<file path="src/rtl/id_ex_stage_if.sv">
// id_ex_stage_if: ID-stage inputs, forwarding sources and ID/EX register outputs
`ifndef WORD_SIZE
`define WORD_SIZE 32
`endif
interface id_ex_stage_if #(
  parameter int REG_ADDR_W  = 5,
  parameter int STALL_CNT_W = 16
);
  logic                    id_valid;
  logic [REG_ADDR_W-1:0]   id_src1;
  logic [REG_ADDR_W-1:0]   id_src2;
  logic                    id_uses_src2;
  logic [`WORD_SIZE-1:0]   id_rf_val1;
  logic [`WORD_SIZE-1:0]   id_rf_val2;
  logic [REG_ADDR_W-1:0]   id_dest;
  logic                    id_reg_write;
  logic                    id_mem_read;
  logic [`WORD_SIZE-1:0]   id_imm;
  logic [REG_ADDR_W-1:0]   exm_dest;
  logic                    exm_reg_write;
  logic                    exm_is_load;
  logic [`WORD_SIZE-1:0]   exm_result;
  logic [REG_ADDR_W-1:0]   wb_dest;
  logic                    wb_reg_write;
  logic [`WORD_SIZE-1:0]   wb_val;
  logic                    flush;
  logic                    stall;
  logic                    ex_valid;
  logic                    ex_reg_write;
  logic                    ex_mem_read;
  logic [`WORD_SIZE-1:0]   ex_op1;
  logic [`WORD_SIZE-1:0]   ex_op2;
  logic [`WORD_SIZE-1:0]   ex_imm;
  logic [REG_ADDR_W-1:0]   ex_dest;
  logic [STALL_CNT_W-1:0]  stall_cnt;
  modport master (
    output id_valid, id_src1, id_src2, id_uses_src2, id_rf_val1, id_rf_val2,
           id_dest, id_reg_write, id_mem_read, id_imm,
           exm_dest, exm_reg_write, exm_is_load, exm_result,
           wb_dest, wb_reg_write, wb_val, flush,
    input  stall, ex_valid, ex_reg_write, ex_mem_read, ex_op1, ex_op2, ex_imm,
           ex_dest, stall_cnt
  );
  modport slave (
    input  id_valid, id_src1, id_src2, id_uses_src2, id_rf_val1, id_rf_val2,
           id_dest, id_reg_write, id_mem_read, id_imm,
           exm_dest, exm_reg_write, exm_is_load, exm_result,
           wb_dest, wb_reg_write, wb_val, flush,
    output stall, ex_valid, ex_reg_write, ex_mem_read, ex_op1, ex_op2, ex_imm,
           ex_dest, stall_cnt
  );
endinterface

</file>
<file path="src/rtl/id_ex_stage.sv">
// id_ex_stage: operand forwarding, load/ALU hazard stall and ID/EX pipeline register
`ifndef WORD_SIZE
`define WORD_SIZE 32
`endif
module id_ex_stage #(
  parameter int REG_ADDR_W  = 5,
  parameter int STALL_CNT_W = 16
) (
  input logic          clk,
  input logic          rst,
  id_ex_stage_if.slave bus
);
  logic                   r_ex_valid;
  logic                   r_ex_reg_write;
  logic                   r_ex_mem_read;
  logic [`WORD_SIZE-1:0]  r_ex_op1;
  logic [`WORD_SIZE-1:0]  r_ex_op2;
  logic [`WORD_SIZE-1:0]  r_ex_imm;
  logic [REG_ADDR_W-1:0]  r_ex_dest;
  logic [STALL_CNT_W-1:0] r_stall_cnt;
  logic                   w_live1;
  logic                   w_live2;
  logic                   w_haz1;
  logic                   w_haz2;
  logic                   w_stall;
  logic                   w_bubble;
  logic [`WORD_SIZE-1:0]  w_op1;
  logic [`WORD_SIZE-1:0]  w_op2;
  function automatic logic hazard(input logic live, input logic [REG_ADDR_W-1:0] src,
                                  input logic ex_v, input logic ex_rw,
                                  input logic [REG_ADDR_W-1:0] ex_d,
                                  input logic exm_rw, input logic exm_ld,
                                  input logic [REG_ADDR_W-1:0] exm_d);
    return live && ((ex_v && ex_rw && ex_d == src) || (exm_rw && exm_ld && exm_d == src));
  endfunction
  // EX/MEM beats MEM/WB; the MEM/WB bypass covers the same-edge reg_file write
  function automatic logic [`WORD_SIZE-1:0] resolve(input logic [REG_ADDR_W-1:0] src,
                                                     input logic [`WORD_SIZE-1:0] rf,
                                                     input logic exm_rw, input logic exm_ld,
                                                     input logic [REG_ADDR_W-1:0] exm_d,
                                                     input logic [`WORD_SIZE-1:0] exm_r,
                                                     input logic wb_rw,
                                                     input logic [REG_ADDR_W-1:0] wb_d,
                                                     input logic [`WORD_SIZE-1:0] wb_v);
    return (src == '0) ? '0 :
           (exm_rw && !exm_ld && exm_d == src) ? exm_r :
           (wb_rw && wb_d == src) ? wb_v : rf;
  endfunction
  always_comb begin
    w_live1  = bus.id_valid && bus.id_src1 != '0;
    w_live2  = bus.id_valid && bus.id_src2 != '0 && bus.id_uses_src2;
    w_haz1   = hazard(w_live1, bus.id_src1, r_ex_valid, r_ex_reg_write, r_ex_dest,
                      bus.exm_reg_write, bus.exm_is_load, bus.exm_dest);
    w_haz2   = hazard(w_live2, bus.id_src2, r_ex_valid, r_ex_reg_write, r_ex_dest,
                      bus.exm_reg_write, bus.exm_is_load, bus.exm_dest);
    w_stall  = (w_haz1 || w_haz2) && !bus.flush;
    w_bubble = bus.flush || w_stall || !bus.id_valid;
    w_op1    = resolve(bus.id_src1, bus.id_rf_val1, bus.exm_reg_write, bus.exm_is_load,
                       bus.exm_dest, bus.exm_result, bus.wb_reg_write, bus.wb_dest, bus.wb_val);
    w_op2    = resolve(bus.id_src2, bus.id_rf_val2, bus.exm_reg_write, bus.exm_is_load,
                       bus.exm_dest, bus.exm_result, bus.wb_reg_write, bus.wb_dest, bus.wb_val);
  end
  always_ff @(posedge clk) begin
    if (rst) begin
      r_ex_valid     <= 1'b0;
      r_ex_reg_write <= 1'b0;
      r_ex_mem_read  <= 1'b0;
      r_ex_op1       <= '0;
      r_ex_op2       <= '0;
      r_ex_imm       <= '0;
      r_ex_dest      <= '0;
      r_stall_cnt    <= '0;
    end else begin
      if (w_stall && r_stall_cnt != '1) r_stall_cnt <= r_stall_cnt + 1'b1;
      r_ex_valid     <= !w_bubble;
      r_ex_reg_write <= !w_bubble && bus.id_reg_write;
      r_ex_mem_read  <= !w_bubble && bus.id_mem_read;
      if (!w_bubble) begin
        r_ex_op1  <= w_op1;
        r_ex_op2  <= w_op2;
        r_ex_imm  <= bus.id_imm;
        r_ex_dest <= bus.id_dest;
      end
    end
  end
  assign bus.stall        = w_stall;
  assign bus.ex_valid     = r_ex_valid;
  assign bus.ex_reg_write = r_ex_reg_write;
  assign bus.ex_mem_read  = r_ex_mem_read;
  assign bus.ex_op1       = r_ex_op1;
  assign bus.ex_op2       = r_ex_op2;
  assign bus.ex_imm       = r_ex_imm;
  assign bus.ex_dest      = r_ex_dest;
  assign bus.stall_cnt    = r_stall_cnt;
endmodule
</file>
<file path="src/flat_wrapper.sv">
// flat-port wrapper written by rule: the top's interface ports become plain ports
module id_ex_stage_flat 
#(
  parameter int REG_ADDR_W  = 5,
  parameter int STALL_CNT_W = 16
)
  (clk, rst, bus_id_valid, bus_id_src1, bus_id_src2, bus_id_uses_src2, bus_id_rf_val1, bus_id_rf_val2, bus_id_dest, bus_id_reg_write, bus_id_mem_read, bus_id_imm, bus_exm_dest, bus_exm_reg_write, bus_exm_is_load, bus_exm_result, bus_wb_dest, bus_wb_reg_write, bus_wb_val, bus_flush, bus_stall, bus_ex_valid, bus_ex_reg_write, bus_ex_mem_read, bus_ex_op1, bus_ex_op2, bus_ex_imm, bus_ex_dest, bus_stall_cnt);
  id_ex_stage_if #(.REG_ADDR_W(REG_ADDR_W), .STALL_CNT_W(STALL_CNT_W)) bus_i ();
  input logic clk;
  input logic rst;
  input wire logic [$bits(bus_i.id_valid)-1:0] bus_id_valid;
  input wire logic [$bits(bus_i.id_src1)-1:0] bus_id_src1;
  input wire logic [$bits(bus_i.id_src2)-1:0] bus_id_src2;
  input wire logic [$bits(bus_i.id_uses_src2)-1:0] bus_id_uses_src2;
  input wire logic [$bits(bus_i.id_rf_val1)-1:0] bus_id_rf_val1;
  input wire logic [$bits(bus_i.id_rf_val2)-1:0] bus_id_rf_val2;
  input wire logic [$bits(bus_i.id_dest)-1:0] bus_id_dest;
  input wire logic [$bits(bus_i.id_reg_write)-1:0] bus_id_reg_write;
  input wire logic [$bits(bus_i.id_mem_read)-1:0] bus_id_mem_read;
  input wire logic [$bits(bus_i.id_imm)-1:0] bus_id_imm;
  input wire logic [$bits(bus_i.exm_dest)-1:0] bus_exm_dest;
  input wire logic [$bits(bus_i.exm_reg_write)-1:0] bus_exm_reg_write;
  input wire logic [$bits(bus_i.exm_is_load)-1:0] bus_exm_is_load;
  input wire logic [$bits(bus_i.exm_result)-1:0] bus_exm_result;
  input wire logic [$bits(bus_i.wb_dest)-1:0] bus_wb_dest;
  input wire logic [$bits(bus_i.wb_reg_write)-1:0] bus_wb_reg_write;
  input wire logic [$bits(bus_i.wb_val)-1:0] bus_wb_val;
  input wire logic [$bits(bus_i.flush)-1:0] bus_flush;
  output wire logic [$bits(bus_i.stall)-1:0] bus_stall;
  output wire logic [$bits(bus_i.ex_valid)-1:0] bus_ex_valid;
  output wire logic [$bits(bus_i.ex_reg_write)-1:0] bus_ex_reg_write;
  output wire logic [$bits(bus_i.ex_mem_read)-1:0] bus_ex_mem_read;
  output wire logic [$bits(bus_i.ex_op1)-1:0] bus_ex_op1;
  output wire logic [$bits(bus_i.ex_op2)-1:0] bus_ex_op2;
  output wire logic [$bits(bus_i.ex_imm)-1:0] bus_ex_imm;
  output wire logic [$bits(bus_i.ex_dest)-1:0] bus_ex_dest;
  output wire logic [$bits(bus_i.stall_cnt)-1:0] bus_stall_cnt;
  assign bus_i.id_valid = bus_id_valid;
  assign bus_i.id_src1 = bus_id_src1;
  assign bus_i.id_src2 = bus_id_src2;
  assign bus_i.id_uses_src2 = bus_id_uses_src2;
  assign bus_i.id_rf_val1 = bus_id_rf_val1;
  assign bus_i.id_rf_val2 = bus_id_rf_val2;
  assign bus_i.id_dest = bus_id_dest;
  assign bus_i.id_reg_write = bus_id_reg_write;
  assign bus_i.id_mem_read = bus_id_mem_read;
  assign bus_i.id_imm = bus_id_imm;
  assign bus_i.exm_dest = bus_exm_dest;
  assign bus_i.exm_reg_write = bus_exm_reg_write;
  assign bus_i.exm_is_load = bus_exm_is_load;
  assign bus_i.exm_result = bus_exm_result;
  assign bus_i.wb_dest = bus_wb_dest;
  assign bus_i.wb_reg_write = bus_wb_reg_write;
  assign bus_i.wb_val = bus_wb_val;
  assign bus_i.flush = bus_flush;
  assign bus_stall = bus_i.stall;
  assign bus_ex_valid = bus_i.ex_valid;
  assign bus_ex_reg_write = bus_i.ex_reg_write;
  assign bus_ex_mem_read = bus_i.ex_mem_read;
  assign bus_ex_op1 = bus_i.ex_op1;
  assign bus_ex_op2 = bus_i.ex_op2;
  assign bus_ex_imm = bus_i.ex_imm;
  assign bus_ex_dest = bus_i.ex_dest;
  assign bus_stall_cnt = bus_i.stall_cnt;
  id_ex_stage #(.REG_ADDR_W(REG_ADDR_W), .STALL_CNT_W(STALL_CNT_W)) u_core (.clk(clk), .rst(rst), .bus(bus_i));
endmodule
</file>
<file path="config.mk">
export PLATFORM = sky130hd
export DESIGN_NAME = id_ex_stage_flat
export DESIGN_NICKNAME = d
export VERILOG_FILES = /design/src/rtl/id_ex_stage_if.sv /design/src/rtl/id_ex_stage.sv /design/src/flat_wrapper.sv
export SDC_FILE = /design/constraint.sdc
export NUM_CORES = 1
export LEC_CHECK = 0
export CAP_MARGIN = 20
export CELL_PAD_IN_SITES_DETAIL_PLACEMENT = 2
export CELL_PAD_IN_SITES_GLOBAL_PLACEMENT = 2
export CORE_UTILIZATION = 23
export DETAILED_ROUTE_END_ITERATION = 8
export GPL_TIMING_DRIVEN = 1
export PLACE_DENSITY = 0.95
export SETUP_SLACK_MARGIN = 0.5
export SYNTH_ARGS = -nofsm -noshare
export SYNTH_HDL_FRONTEND = slang
export SYNTH_SLANG_ARGS = --single-unit
</file>
<file path="constraint.sdc">
create_clock -name clk -period 3.85 [get_ports clk]
set_clock_uncertainty 0.05 [all_clocks]
set_input_delay 0.385 -clock clk [delete_from_list [all_inputs] [get_ports clk]]
set_output_delay 0.385 -clock clk [all_outputs]
set_load 0.05 [all_outputs]
</file>
==> summary.txt <==
CTS
  • Num CTS Buffers: 17
  • Clock slew at reported path FFs: 0.06 ns
  • CTS Buffer Depth: 2
  • Setup Buffers After CTS: 0
  • Root buffer cell: clkbuf_16
  • CTS tree: yes
  • CTS sink cnt: 120
  • Clk_lat worst skew: 0.42 ns
  • # hold bufs at CTS: 0
  • H-tree levels: 4
  • Post-cts sizing count: 0

Timing
  • Setup TNS: 0 ns
  • Final slew viol count: 0
  • Final Hold Viols: 0
  • Final setup violation count: 0
  • Slew @ Worst Pin: 1.10 ns
  • FMAX: 0.329 GHz
  • Tcrit/Tclk final: 0.788
  • Slew HR: 0.263
  • RSZ-0062 raised after global routing: no
  • Min Tclk post-route: 3.04 ns

Yosys
  • Post-Synth Adder-Cell Area: 0.00200
  • Ys async rst share: 0
  • Syn Inst Count: 766
  • Largest family of logic cells by synthesized area: simple AND/OR/NAND/NOR gates
  • Post-synth top area share: 0.384
  • Post-synthesis mux area share: 0.110
  • Predominant post-synthesis flop cell: dfxtp_1
  • Top cells by area, synth: dfxtp_1 38%, nand2_1 13%, mux2i_1 10%
  • Mapped Area: 6250 µm²
  • Sequential-to-total area share from yosys stat: 0.384
  • Synth top cells by count: 217 x nand2_1, 120 x dfxtp_1, 65 x mux2i_1, 64 x nand3b_1, 64 x o2111ai_1
  • Synth cell types: 41
  • Leading area contributor after synthesis: dfxtp_1
  • Area share of xor/xnor cells in the synthesized design: 0.0476
  • Number of synthesized flops with an enable pin: 0
  • Cell with the most instances after synthesis: nand2_1
  • Syn_nets: 962
  • Synth Warn #: 0
  • Synth Area in Simple Gates: 0.268
  • Mean Syn Cell Area: 8.16 µm²
  • Seq cells post-synth: 120
  • Compound-cell area share of the yosys netlist: 0.146

Placed design
  • Routability congestion estimate: 0.850
  • Post-DP Area: 9800 µm²
  • Hpwl dp: 22.5 mm
  • IO Port Bufs: 315

Setup path
  • CP Cell Sequence: clkdlybuf4s50_1 -> or4_1 -> o21ai_1 -> o32a_1 -> inv_1 -> buf_4
  • R2R Setup Slk: 1.18 ns
  • Nature of the critical path endpoint: output port
  • Worst-path fanout max: 4
  • Critical Path AT: 2.60 ns
  • Crit start category: input port
  • WS Path Type: in -> out
  • Slowest stage delay, CP: 0.61 ns
  • Worst Path Required: 3.41 ns
  • CP max stage cell: or4_1

Cells and area
  • Reg area: 2400 µm²
  • Share of cells above drive strength 1: 0.0566
  • Area of the multi-input gates: 3640 µm²
  • Fin util: 0.395
  • Syn-to-layout area delta: 66.7%
  • Filler instances: 2901
  • Antenna cells: 0
  • Number of nets in the layout: 1244
  • Final instance area: 10400 µm²

Die
  • Chip height: 167 µm
  • Initial core utilization: 0.237
  • Die ar.: 27800 µm²
  • Core Rows: 59
  • Core area: 26400 µm²
  • Die width: 167 µm
  • IO Count: 316

Pwr
  • Clock network fraction of design power: 0.447
  • Static Leak: 0.00387 µW
  • Combinational Power Share: 0.211
  • Power Internal: 2700 µW
  • PwrDens: 373 nW/µm²
  • Net Sw Frac: 0.307
  • Sw power: 1190 µW
  • Sequential Power Share: 0.342
  • VDD IR max: 227 µV

Routing
  • Avg WL per Cell: 22.0 µm
  • Drt drc: 0
  • Routed wire length: 30.7 mm
  • ANT nets after route: 0
  • Via count: 7134
  • Initial drt markers: 242
  • First-pass iteration count of the detailed router: 4
  • Vias/cell: 5.11

Run status
  • Outcome: finished, final reports clean

Global route
  • Initial antenna violation count: 0
  • Largest net degree at the start of global routing: 73
  • GRT overflow: 0
  • First-pass GRT wire length: 47.0 mm
  • Vias in the first global route: 7945
  • Total track usage: 0.219

Run
  • Max Cap Violations: 0

Hold path
  • Hold crit path type: reg -> reg
[logic make-up after synthesis]
kind of cell / after synthesis
DFF: 120
AOI/OAI and AO/OA: 126
muxes: 68
buffers and inverters: 67
and+or+nand+nor: 350
xor gates and xnor gates: 34
adders and majority gates: 1
[critical path, delay by kind of cell]
kind / cells / cell delay (ns)
AO/OA/AOI/OAI: 2 / 0.79
AND/OR/NAND/NOR: 1 / 0.61
buffers and inverters: 3 / 0.82
[path summary, 6_finish.rpt]
path | from | end | cells after the start
setup / recovery | bus_id_src2[1] | bus_stall | 6
hold / removal | u_core.bus.ex_imm[8] | u_core.bus.ex_imm[8] | 2
setup reg to reg | u_core.bus.stall_cnt[0] | u_core.bus.stall_cnt[7] | 8
hold reg to reg | u_core.bus.ex_imm[8] | u_core.bus.ex_imm[8] | 2
[cell type report]
cell class	count	share of cell area
clock buffers	17	0.0408
repair buffers	326	0.320
well taps	335	0.0402
inverters	4	0.00144
flip-flops and latches	120	0.231
multi-input cells	579	0.349
clock inverters	15	0.0181
[metrics by stage]
step | power [µW] | std cells | hold slack, ns | setup slack [ns]
global placement | 2150 | 1364 | 0.391 | 0.690
global route | 4030 | 1396 | 0.436 | 0.713
finish | 3890 | 1396 | 0.408 | 0.815
CTS | 3930 | 1396 | 0.407 | 0.837
detailed placement | 2180 | 1364 | 0.405 | 0.566
floorplan | 1740 | 766 | 0.457 | 1.03
[metal layers]
layer,track usage,vias up,share of wire
met5,0,-,0
met4,0.0696,0,0.024
met3,0.0675,47,0.076
met2,0.396,282,0.50
met1,0.241,3516,0.40
li1,-,3289,-
[cells in the final DEF, fill, tap and decap left out, types with 7 or more instances in the layout]
cell type and n:
dfxtp_1 120, clkbuf_16 17, xnor2_1 23, xor2_1 11
o2111ai_1 64, mux2i_1 65, a21oi_1 44, nand3_1 9
clkdlybuf4s50_1 313, nor2_1 19, nand3b_1 64, buf_12 8
nand4_1 7, nand2_1 215
[power by group through the flow]
stage,sequential (µW),combinational (µW),clock (µW)
6_report,1330,820,1740
4_1_cts,1330,827,1780
3_3_place_gp,1350,799,0
3_5_place_dp,1360,824,0
2_1_floorplan,1540,200,0
5_1_grt,1340,864,1830
[registers in the layout, indices dropped and copies added (netlist names)]
| name | count |
|---|---|
| u_core.bus.ex_dest | 5 |
| u_core.bus.ex_imm | 32 |
| u_core.bus.ex_mem_read | 1 |
| u_core.bus.ex_op1 | 32 |
| u_core.bus.ex_op2 | 32 |
| u_core.bus.ex_reg_write | 1 |
| u_core.bus.ex_valid | 1 |
| u_core.bus.stall_cnt | 16 |
(Power assumes the default switching activity.)
